### config.mk
export PLATFORM = sky130hd
export DESIGN_NAME = wb_arb2
export DESIGN_NICKNAME = d
export VERILOG_FILES = /design/src/rtl/wb_arb_pkg.sv /design/src/rtl/wb_arb_rr2.sv /design/src/rtl/wb_arb2.sv
export SDC_FILE = /design/constraint.sdc
export NUM_CORES = 1
export LEC_CHECK = 0
export CAP_MARGIN = 20
export CORE_AREA = 2 2 123 125
export DETAILED_ROUTE_END_ITERATION = 8
export DIE_AREA = 0 0 125 127
export GPL_TIMING_DRIVEN = 0
export PLACE_DENSITY_LB_ADDON = 0.05
export SETUP_SLACK_MARGIN = 0.02
export SLEW_MARGIN = 20
export SYNTH_ARGS = -nofsm -noshare
export SYNTH_HDL_FRONTEND = slang
export SYNTH_SLANG_ARGS = --single-unit
export TNS_END_PERCENT = 5
### constraint.sdc
create_clock -name clk -period 1.5 [get_ports clk]
set_input_delay 0.225 -clock clk [delete_from_list [all_inputs] [get_ports clk]]
set_output_delay 0.225 -clock clk [all_outputs]
set_load 0.02 [all_outputs]
### src/rtl/wb_arb_pkg.sv
// Shared types for the two-master Wishbone arbiter: FSM encoding, master
// request bundle and a constant clog2 helper.
package wb_arb_pkg;

  typedef enum logic [1:0] {
    ST_IDLE = 2'd0,
    ST_GNT0 = 2'd1,
    ST_GNT1 = 2'd2
  } arb_state_e;

  typedef struct packed {
    logic [31:0] dat;
    logic [3:0]  sel;
    logic        we;
    logic        cyc;
    logic        stb;
  } wb_req_t;

  function automatic int clog2(input int v);
    int r;
    r = 0;
    for (int i = 0; i < 31; i++)
      if ((1 << i) < v) r = i + 1;
    return r;
  endfunction

endpackage

### src/rtl/wb_arb_rr2.sv
// Round-robin grant FSM for two Wishbone masters, grant held for the whole CYC.
// Optional ACK watchdog enabled by `define WB_ARB_TIMEOUT_EN.
module wb_arb_rr2
  import wb_arb_pkg::*;
#(
  parameter int timeout_cycles = 255
) (
  input  logic       clk,
  input  logic       reset,
  input  logic [1:0] cyc,
  input  logic [1:0] stb,
  input  logic       ack,
  output logic [1:0] gnt,
  output logic [1:0] err,
  output logic       abort
);

  arb_state_e state, state_nxt;
  logic       last_gnt;
  logic [1:0] gnt_r;

  always_comb begin
    state_nxt = state;
    case (state)
      ST_IDLE:
        if (cyc[0] && cyc[1]) state_nxt = last_gnt ? ST_GNT0 : ST_GNT1;
        else if (cyc[0])      state_nxt = ST_GNT0;
        else if (cyc[1])      state_nxt = ST_GNT1;
      // release or watchdog abort hands straight to a waiting peer
      ST_GNT0:
        if (!cyc[0] || abort) state_nxt = cyc[1] ? ST_GNT1 : ST_IDLE;
      ST_GNT1:
        if (!cyc[1] || abort) state_nxt = cyc[0] ? ST_GNT0 : ST_IDLE;
      default: state_nxt = ST_IDLE;
    endcase
  end

  always_ff @(posedge clk) begin
    if (reset) begin
      state    <= ST_IDLE;
      last_gnt <= 1'b1;
    end else begin
      state <= state_nxt;
      if (state_nxt == ST_GNT0)      last_gnt <= 1'b0;
      else if (state_nxt == ST_GNT1) last_gnt <= 1'b1;
    end
  end

  assign gnt_r = {state == ST_GNT1, state == ST_GNT0};
  // reset also kills the grant combinationally so no ACK leaks in the reset cycle
  assign gnt   = reset ? 2'b00 : gnt_r;

`ifdef WB_ARB_TIMEOUT_EN
  localparam int                CNT_W  = clog2(timeout_cycles + 1);
  localparam logic [CNT_W-1:0]  TO_VAL = CNT_W'(timeout_cycles);

  logic [CNT_W-1:0] cnt;
  logic             busy;

  assign busy  = |(gnt_r & cyc & stb);
  assign abort = (state != ST_IDLE) && (cnt == TO_VAL);
  assign err   = abort ? gnt : 2'b00;

  always_ff @(posedge clk) begin
    if (reset || ack || (state_nxt != state && state_nxt != ST_IDLE))
      cnt <= '0;
    else if (busy && cnt != TO_VAL)
      cnt <= cnt + 1'b1;
  end
`else
  localparam int unused_timeout = timeout_cycles;
  logic unused_in;

  assign unused_in = ^{stb, ack};
  assign abort     = 1'b0;
  assign err       = 2'b00;
`endif

endmodule

### src/rtl/wb_arb2.sv
// Two-master to one-slave Wishbone arbiter in front of wb_sram16.
// Datapath muxing only; arbitration lives in wb_arb_rr2 (WB_ARB_TIMEOUT_EN adds the ACK watchdog).
module wb_arb2
  import wb_arb_pkg::*;
#(
  parameter int adr_width      = 32,
  parameter int timeout_cycles = 255
) (
  input  logic                 clk,
  input  logic                 reset,
  input  logic [adr_width-1:0] m0_adr_i,
  input  logic [31:0]          m0_dat_i,
  output logic [31:0]          m0_dat_o,
  input  logic [3:0]           m0_sel_i,
  input  logic                 m0_we_i,
  input  logic                 m0_cyc_i,
  input  logic                 m0_stb_i,
  output logic                 m0_ack_o,
  output logic                 m0_err_o,
  input  logic [adr_width-1:0] m1_adr_i,
  input  logic [31:0]          m1_dat_i,
  output logic [31:0]          m1_dat_o,
  input  logic [3:0]           m1_sel_i,
  input  logic                 m1_we_i,
  input  logic                 m1_cyc_i,
  input  logic                 m1_stb_i,
  output logic                 m1_ack_o,
  output logic                 m1_err_o,
  output logic [adr_width-1:0] s_adr_o,
  output logic [31:0]          s_dat_o,
  input  logic [31:0]          s_dat_i,
  output logic [3:0]           s_sel_o,
  output logic                 s_we_o,
  output logic                 s_cyc_o,
  output logic                 s_stb_o,
  input  logic                 s_ack_i,
  output logic [1:0]           gnt_o
);

  logic [1:0] gnt, err;
  logic       abort, owned, live;
  wb_req_t    req0, req1, req_g;

  wb_arb_rr2 #(.timeout_cycles(timeout_cycles)) u_rr (
    .clk   (clk),
    .reset (reset),
    .cyc   ({m1_cyc_i, m0_cyc_i}),
    .stb   ({m1_stb_i, m0_stb_i}),
    .ack   (s_ack_i),
    .gnt   (gnt),
    .err   (err),
    .abort (abort)
  );

  assign req0  = '{dat: m0_dat_i, sel: m0_sel_i, we: m0_we_i, cyc: m0_cyc_i, stb: m0_stb_i};
  assign req1  = '{dat: m1_dat_i, sel: m1_sel_i, we: m1_we_i, cyc: m1_cyc_i, stb: m1_stb_i};
  assign req_g = gnt[1] ? req1 : req0;
  assign owned = |gnt;
  assign live  = owned & ~abort;

  // m0 drives adr/dat/sel while idle; control lines are what matter there
  assign s_adr_o = gnt[1] ? m1_adr_i : m0_adr_i;
  assign s_dat_o = req_g.dat;
  assign s_sel_o = req_g.sel;
  assign s_we_o  = req_g.we  & owned;
  assign s_cyc_o = req_g.cyc & live;
  assign s_stb_o = req_g.stb & live;

  assign m0_ack_o = gnt[0] & s_ack_i & ~abort;
  assign m1_ack_o = gnt[1] & s_ack_i & ~abort;
  assign m0_err_o = err[0];
  assign m1_err_o = err[1];
  assign m0_dat_o = s_dat_i;
  assign m1_dat_o = s_dat_i;
  assign gnt_o    = gnt;

endmodule

==> results.yml, run 1 <==
yosys:
  ys_seq_area_share_pct: 3.73
  synthesis.area_um2: 1610
  ys_seq_elements: 3
  ys_types: 22
  ys.warnings.count: 0
  avgSynthCellArea_um2: 9.26
  synthCells: 174
power:
  ir_drop_mv: 0.272
  p_int_w: 0.00135
  p_per_area_nw_per_um2: 429
  pwr-share-clk_pct: 21.4
  p_leak_nw: 2.02
  switching_share_pct: 32.8
  combPwrFrac_pct: 73.8
  power.switching_w: 0.000659
  p_seq_share_pct: 4.8
setup_path:
  path_cells: "nand2b_4, nor2_4, buf_12, buf_12, clkbuf_16, mux2_2, buf_2"
  reg2reg_slack_ps: 10
  path_depth: 7
  arrival_ps: 1710
  crit_path_start_kind: "flop"
  critPathCaptureType: "output port"
  cp_slowest_cell: "dfxtp_4"
  crit_family: "buffers and inverters"
  worstSetupPathType: "flop to output port"
  slowest_delay_ps: 340
  crit_fanout: 7
  reg2regPathDepth: 7
  crit_path_frequent_cell: "buf_12"
  required_ps: 1270
  worst-path-buf-inv: 4
grt:
  grt_pass1_wl_mm: 12.7
  grt_pass1_vias: 2417
  antenna_found_initial: 0
  grt.total_usage_pct: 10.0
  grt_start_max_net_pins: 11
  grt.overflow.total: 0
finish:
  fin_util_pct: 32.5
  multi_input_area_um2: 1000
  nFillCells: 1549
  antenna_cells: 0
  syn2layout_area_growth_pct: 191
  fin_cells: 651
  fin_nets: 646
  stdcell_area_um2: 4680
  drive_gt1_share_pct: 48.8
  seq_area_um2: 65.1
floorplanning:
  initial_core_util_pct: 11.2
  die_w_um: 125
  core_um2: 14400
  die_area_um2: 15900
  ios: 318
  die_y_um: 127
  fp-row-count: 44
min_path:
  holdPathStages: 2
  hold_path.class: "input port to flop"
clocking:
  cts_buffers: 3
  cts.sinks: 3
  htree_levels: 1
  cts-root-buf: "clkbuf_16"
  clkTransAtPathRegs_ps: 30
  tritoncts: "built"
  clockBufferDepth: 2
  holdBufCountCts: 0
  clk_latency_ps: 230
place:
  post-place-ws_ps: -735
  place_hpwl_mm: 7.97
  dp_cells: 641
  dpl_cell_area_um2: 4680
  routabilityCongestion: 0.699
  io_buffers: 282
sta:
  rsz0062_at_grt: "true"
  min_period_over_period_pct: 129
  timing.hold.ws_ps: 241
  finalSetupViolations: 69
  finClkSkew_ps: 3.26
  hold_viol: 0
  slew_violations: 0
  period_needed_ps: 1930
  fmax_mhz: 517
  setup_ws_ps: -434
route:
  dr.pass1.iters: 4
  vias_per_cell: 3.58
  vias: 2330
  routedWlPerCell_um: 13.8
  drc: 0
  drtAntennaViolNets: 0
  dr.first_iter.drc_count: 17
  drt-total-wl_mm: 8.96
run:
  maxCapViolations: 0
status:
  violations: "setup timing"
  status: "finished, violations left"
[registers in the layout (all words and copies together) (netlist names)]
name and count:
u_rr.state 2, u_rr.last_gnt 1
[cells in the mapped netlist (all sizes together)]
library cell | n | area, um2
buf | 74 | 572
mux2 | 68 | 800
nor2 | 9 | 41.3
nand2b | 4 | 27.5
a22oi | 3 | 22.5
dfxtp | 3 | 60.1
inv | 2 | 7.51
nor2b | 2 | 12.5
a31oi | 1 | 6.26
and2 | 1 | 6.26
and3b | 1 | 8.76
conb | 1 | 3.75
ha | 1 | 12.5
mux2i | 1 | 10.0
nor3b | 1 | 7.51
o22ai | 1 | 6.26
or2b | 1 | 7.51
[cell families after synthesis]
logic type / synth area share (%)
and+or+nand+nor: 6.91
adders and majority gates: 0.776
DFF: 3.73
other: 0.233
AOI/OAI and AO/OA: 2.17
muxes: 50.2
buffers and inverters: 35.9
[worst reg2reg max path: cells and delay by family, from the launching register on]
family / cells / cell delay (ps)
flip-flops: 1 / 340
buffers and inverters: 1 / 130
multiplexers: 1 / 180
adder cells (fa/ha/maj): 1 / 290
AO/OA/AOI/OAI: 1 / 90
AND/OR/NAND/NOR: 3 / 320
[final cells by class]
cell class | count | share of cell area (%)
multi-input combinational | 96 | 21.4
timing repair buffer | 288 | 57.1
sequential | 3 | 1.39
inverter | 2 | 0.160
buffer | 74 | 13.3
clock buffer | 4 | 1.68
tap | 184 | 4.92
[cell usage in the layout, fill, tap and decap left out, drive strengths merged, types with 2 or more instances in the layout]
cell / instances
clkdlybuf4s50: 206
buf: 148
mux2: 68
nor2: 9
clkbuf: 9
nand2b: 4
a22oi: 3
dfxtp: 3
inv: 2
nor2b: 2
conb: 2
dlygate4sd2: 2
[per-stage QoR]
| step | setup TNS [ps] | power [W] |
|---|---|---|
| floorplan | 0 | 0.000789 |
| global placement | -43390 | 0.00164 |
| detailed placement | -45370 | 0.00164 |
| CTS | -25270 | 0.00199 |
| global route | -30380 | 0.00211 |
| finish | -25140 | 0.00201 |
[power by group through the flow]
stage / sequential (W) / clock [W] / combinational (W)
after floorplan: 0.0000964 / 0 / 0.000692
after global placement: 0.0000989 / 0 / 0.00154
after detailed placement: 0.0000987 / 0 / 0.00154
after CTS: 0.0000977 / 0.000439 / 0.00146
after global routing: 0.0000969 / 0.000445 / 0.00157
final: 0.0000957 / 0.000430 / 0.00148
[layer usage]
metal  vias up  routed length [um]  GRT usage [%]
li1       1113                   -              -
met1      1033                2630           8.76
met2       180                5250           21.7
met3         4                1050           3.81
met4         0                  25          0.980
met5         -                   0              0
[final timing paths]
path,end,startpoint
worst min register to register,u_rr.last_gnt,u_rr.last_gnt
worst max-delay path,s_dat_o[31],u_rr.state[0]
worst min-delay path,u_rr.state[1],reset
worst max register to register,u_rr.last_gnt,u_rr.state[0]
[repair_timing]
action	4_1_cts	5_1_grt
resized for setup	316	37
endpoints found under the setup margin	76	76
cloned	0	2
setup buffers	1	3
pin swaps	1	1
Power figures use the tool's default switching activity.
==> run 2: changes to the inputs <==
PLACE_DENSITY_LB_ADDON = 0.08   (was 0.05)
==> results.yml, run 2 (synthesis gave the netlist of run 1 again) <==
status:
  status: "finished, violations left"
  violations: "setup timing"
sta:
  fmax_mhz: 517
  timing.hold.ws_ps: 250
  final.setup.tns_ps: -24120
  period_needed_ps: 1930
  finalSetupViolations: 72
  min_period_over_period_pct: 129
  setup_ws_ps: -435
  slew_violations: 0
  rsz0062_at_grt: "true"
  finClkSkew_ps: 0.866
  hold_viol: 0
clocking:
  cts_buffers: 3
  htree_levels: 1
  tritoncts: "built"
  clockBufferDepth: 2
  clkTransAtPathRegs_ps: 30
  clk_latency_ps: 220
  cts.sinks: 3
  cts-root-buf: "clkbuf_16"
finish:
  largest_register_ffs: 2
  fin_cells: 652
  layout_commonest_cell: "clkdlybuf4s50_1"
  drive_gt1_share_pct: 49.1
  top_register: "u_rr.state"
  largestRegisters: "u_rr.state: 2 flops, u_rr.last_gnt: 1 flops"
  antenna_cells: 0
  layout_common_cells: "207 x clkdlybuf4s50_1, 70 x buf_4, 38 x mux2_4, 38 x buf_6, 31 x buf_2"
  stdcell_area_um2: 4910
  syn2layout_area_growth_pct: 205
  fin_nets: 647
setup_path:
  crit_path_frequent_cell: "buf_12"
  slowest_delay_ps: 340
  worstSetupPathType: "flop to output port"
  required_ps: 1270
  critPathCaptureType: "output port"
  crit_fanout: 7
  cp_slowest_cell: "dfxtp_4"
  crit_path_start_kind: "flop"
  path_cells: "nand2b_4, nor2_4, buf_12, buf_12, clkbuf_16, mux2_4, buf_6"
  arrival_ps: 1710
floorplanning:
  fp-row-count: 44
  initial_core_util_pct: 11.2
  core_um2: 14400
  ios: 318
  die_y_um: 127
  die_w_um: 125
  die_area_um2: 15900
power:
  p_seq_share_pct: 4.6
  ir_drop_mv: 0.397
  combPwrFrac_pct: 75.2
  pwr-share-clk_pct: 20.2
  p_int_w: 0.00143
  power.switching_w: 0.000678
  p_leak_nw: 2.14
  p_per_area_nw_per_um2: 429
  fin_total_pwr_w: 0.00211
  switching_share_pct: 32.2
route:
  routedWlPerCell_um: 14.5
  vias: 2334
  dr.first_iter.drc_count: 41
  dr.pass1.iters: 4
  drt-total-wl_mm: 9.44
  drtAntennaViolNets: 0
  vias_per_cell: 3.58
  drc: 0
place:
  io_buffers: 282
  dp_cells: 641
  place_hpwl_mm: 8.08
  dpl_cell_area_um2: 4680
  routabilityCongestion: 0.751
grt:
  grt_start_max_net_pins: 11
  antenna_found_initial: 0
  grt.overflow.total: 0
  grt.total_usage_pct: 10.6
  grt_pass1_wl_mm: 13.4
  grt_pass1_vias: 2310
min_path:
  hold_path.class: "input port to flop"
run:
  maxCapViolations: 0
-- run 2: worst max-delay path: cells and delay by family (launching register included) --
family / cells / cell delay, ps
multiplexers: 1 / 300
buffers and inverters: 4 / 570
flip-flops: 1 / 340
AND/OR/NAND/NOR: 2 / 270
-- run 2: power by group through the flow --
stage          clock network [W]  logic [W]  registers (W)
6_report                0.000426    0.00159      0.0000965
5_1_grt                 0.000446    0.00167      0.0000981
4_1_cts                 0.000432    0.00153      0.0000979
3_5_place_dp                   0    0.00154      0.0000988
3_3_place_gp                   0    0.00154      0.0000985
2_1_floorplan                  0   0.000692      0.0000964
-- run 2: per-layer routing --
| metal | GRT usage, % | up-vias | share of wire [%] |
|---|---|---|---|
| li1 | - | 1119 | - |
| met1 | 11.9 | 1040 | 36 |
| met2 | 20.0 | 169 | 53 |
| met3 | 3.39 | 6 | 10 |
| met4 | 1.24 | 0 | 0.91 |
| met5 | 0 | - | 0 |
-- run 2: timing repair --
item / 4_1_cts / 5_1_grt
endpoints found under the setup margin: 75 / 75
hold buffers: 0 / 0
setup buffers: 2 / 3
pin swaps: 1 / 1
gates cloned: 1 / 1
gates resized for setup: 364 / 55
-- run 2: worst paths after layout --
kind                 start  slack (ps)            end  cells past startpoint
max          u_rr.state[0]        -430    s_adr_o[28]                      7
min                  reset         250  u_rr.state[1]                      2
max reg2reg  u_rr.state[0]          50  u_rr.last_gnt                      7
min reg2reg  u_rr.last_gnt         530  u_rr.last_gnt                      2
-- run 2: stage by stage --
step	utilization, %	setup WS (ps)
4_1_cts	32.9	-446
3_3_place_gp	32.4	-700
5_1_grt	34.1	-501
6_report	34.1	-435
3_5_place_dp	32.4	-734
2_1_floorplan	-	7.33
-- run 2: cell type report --
type                    count  area [um2]
multi-input cells          96        1090
well taps                 184         230
plain buffers              74         638
fillers                  1512        9510
flip-flops and latches      3        65.1
inverters                   2        7.51
clock buffers               4        78.8
repair buffers            289        2800
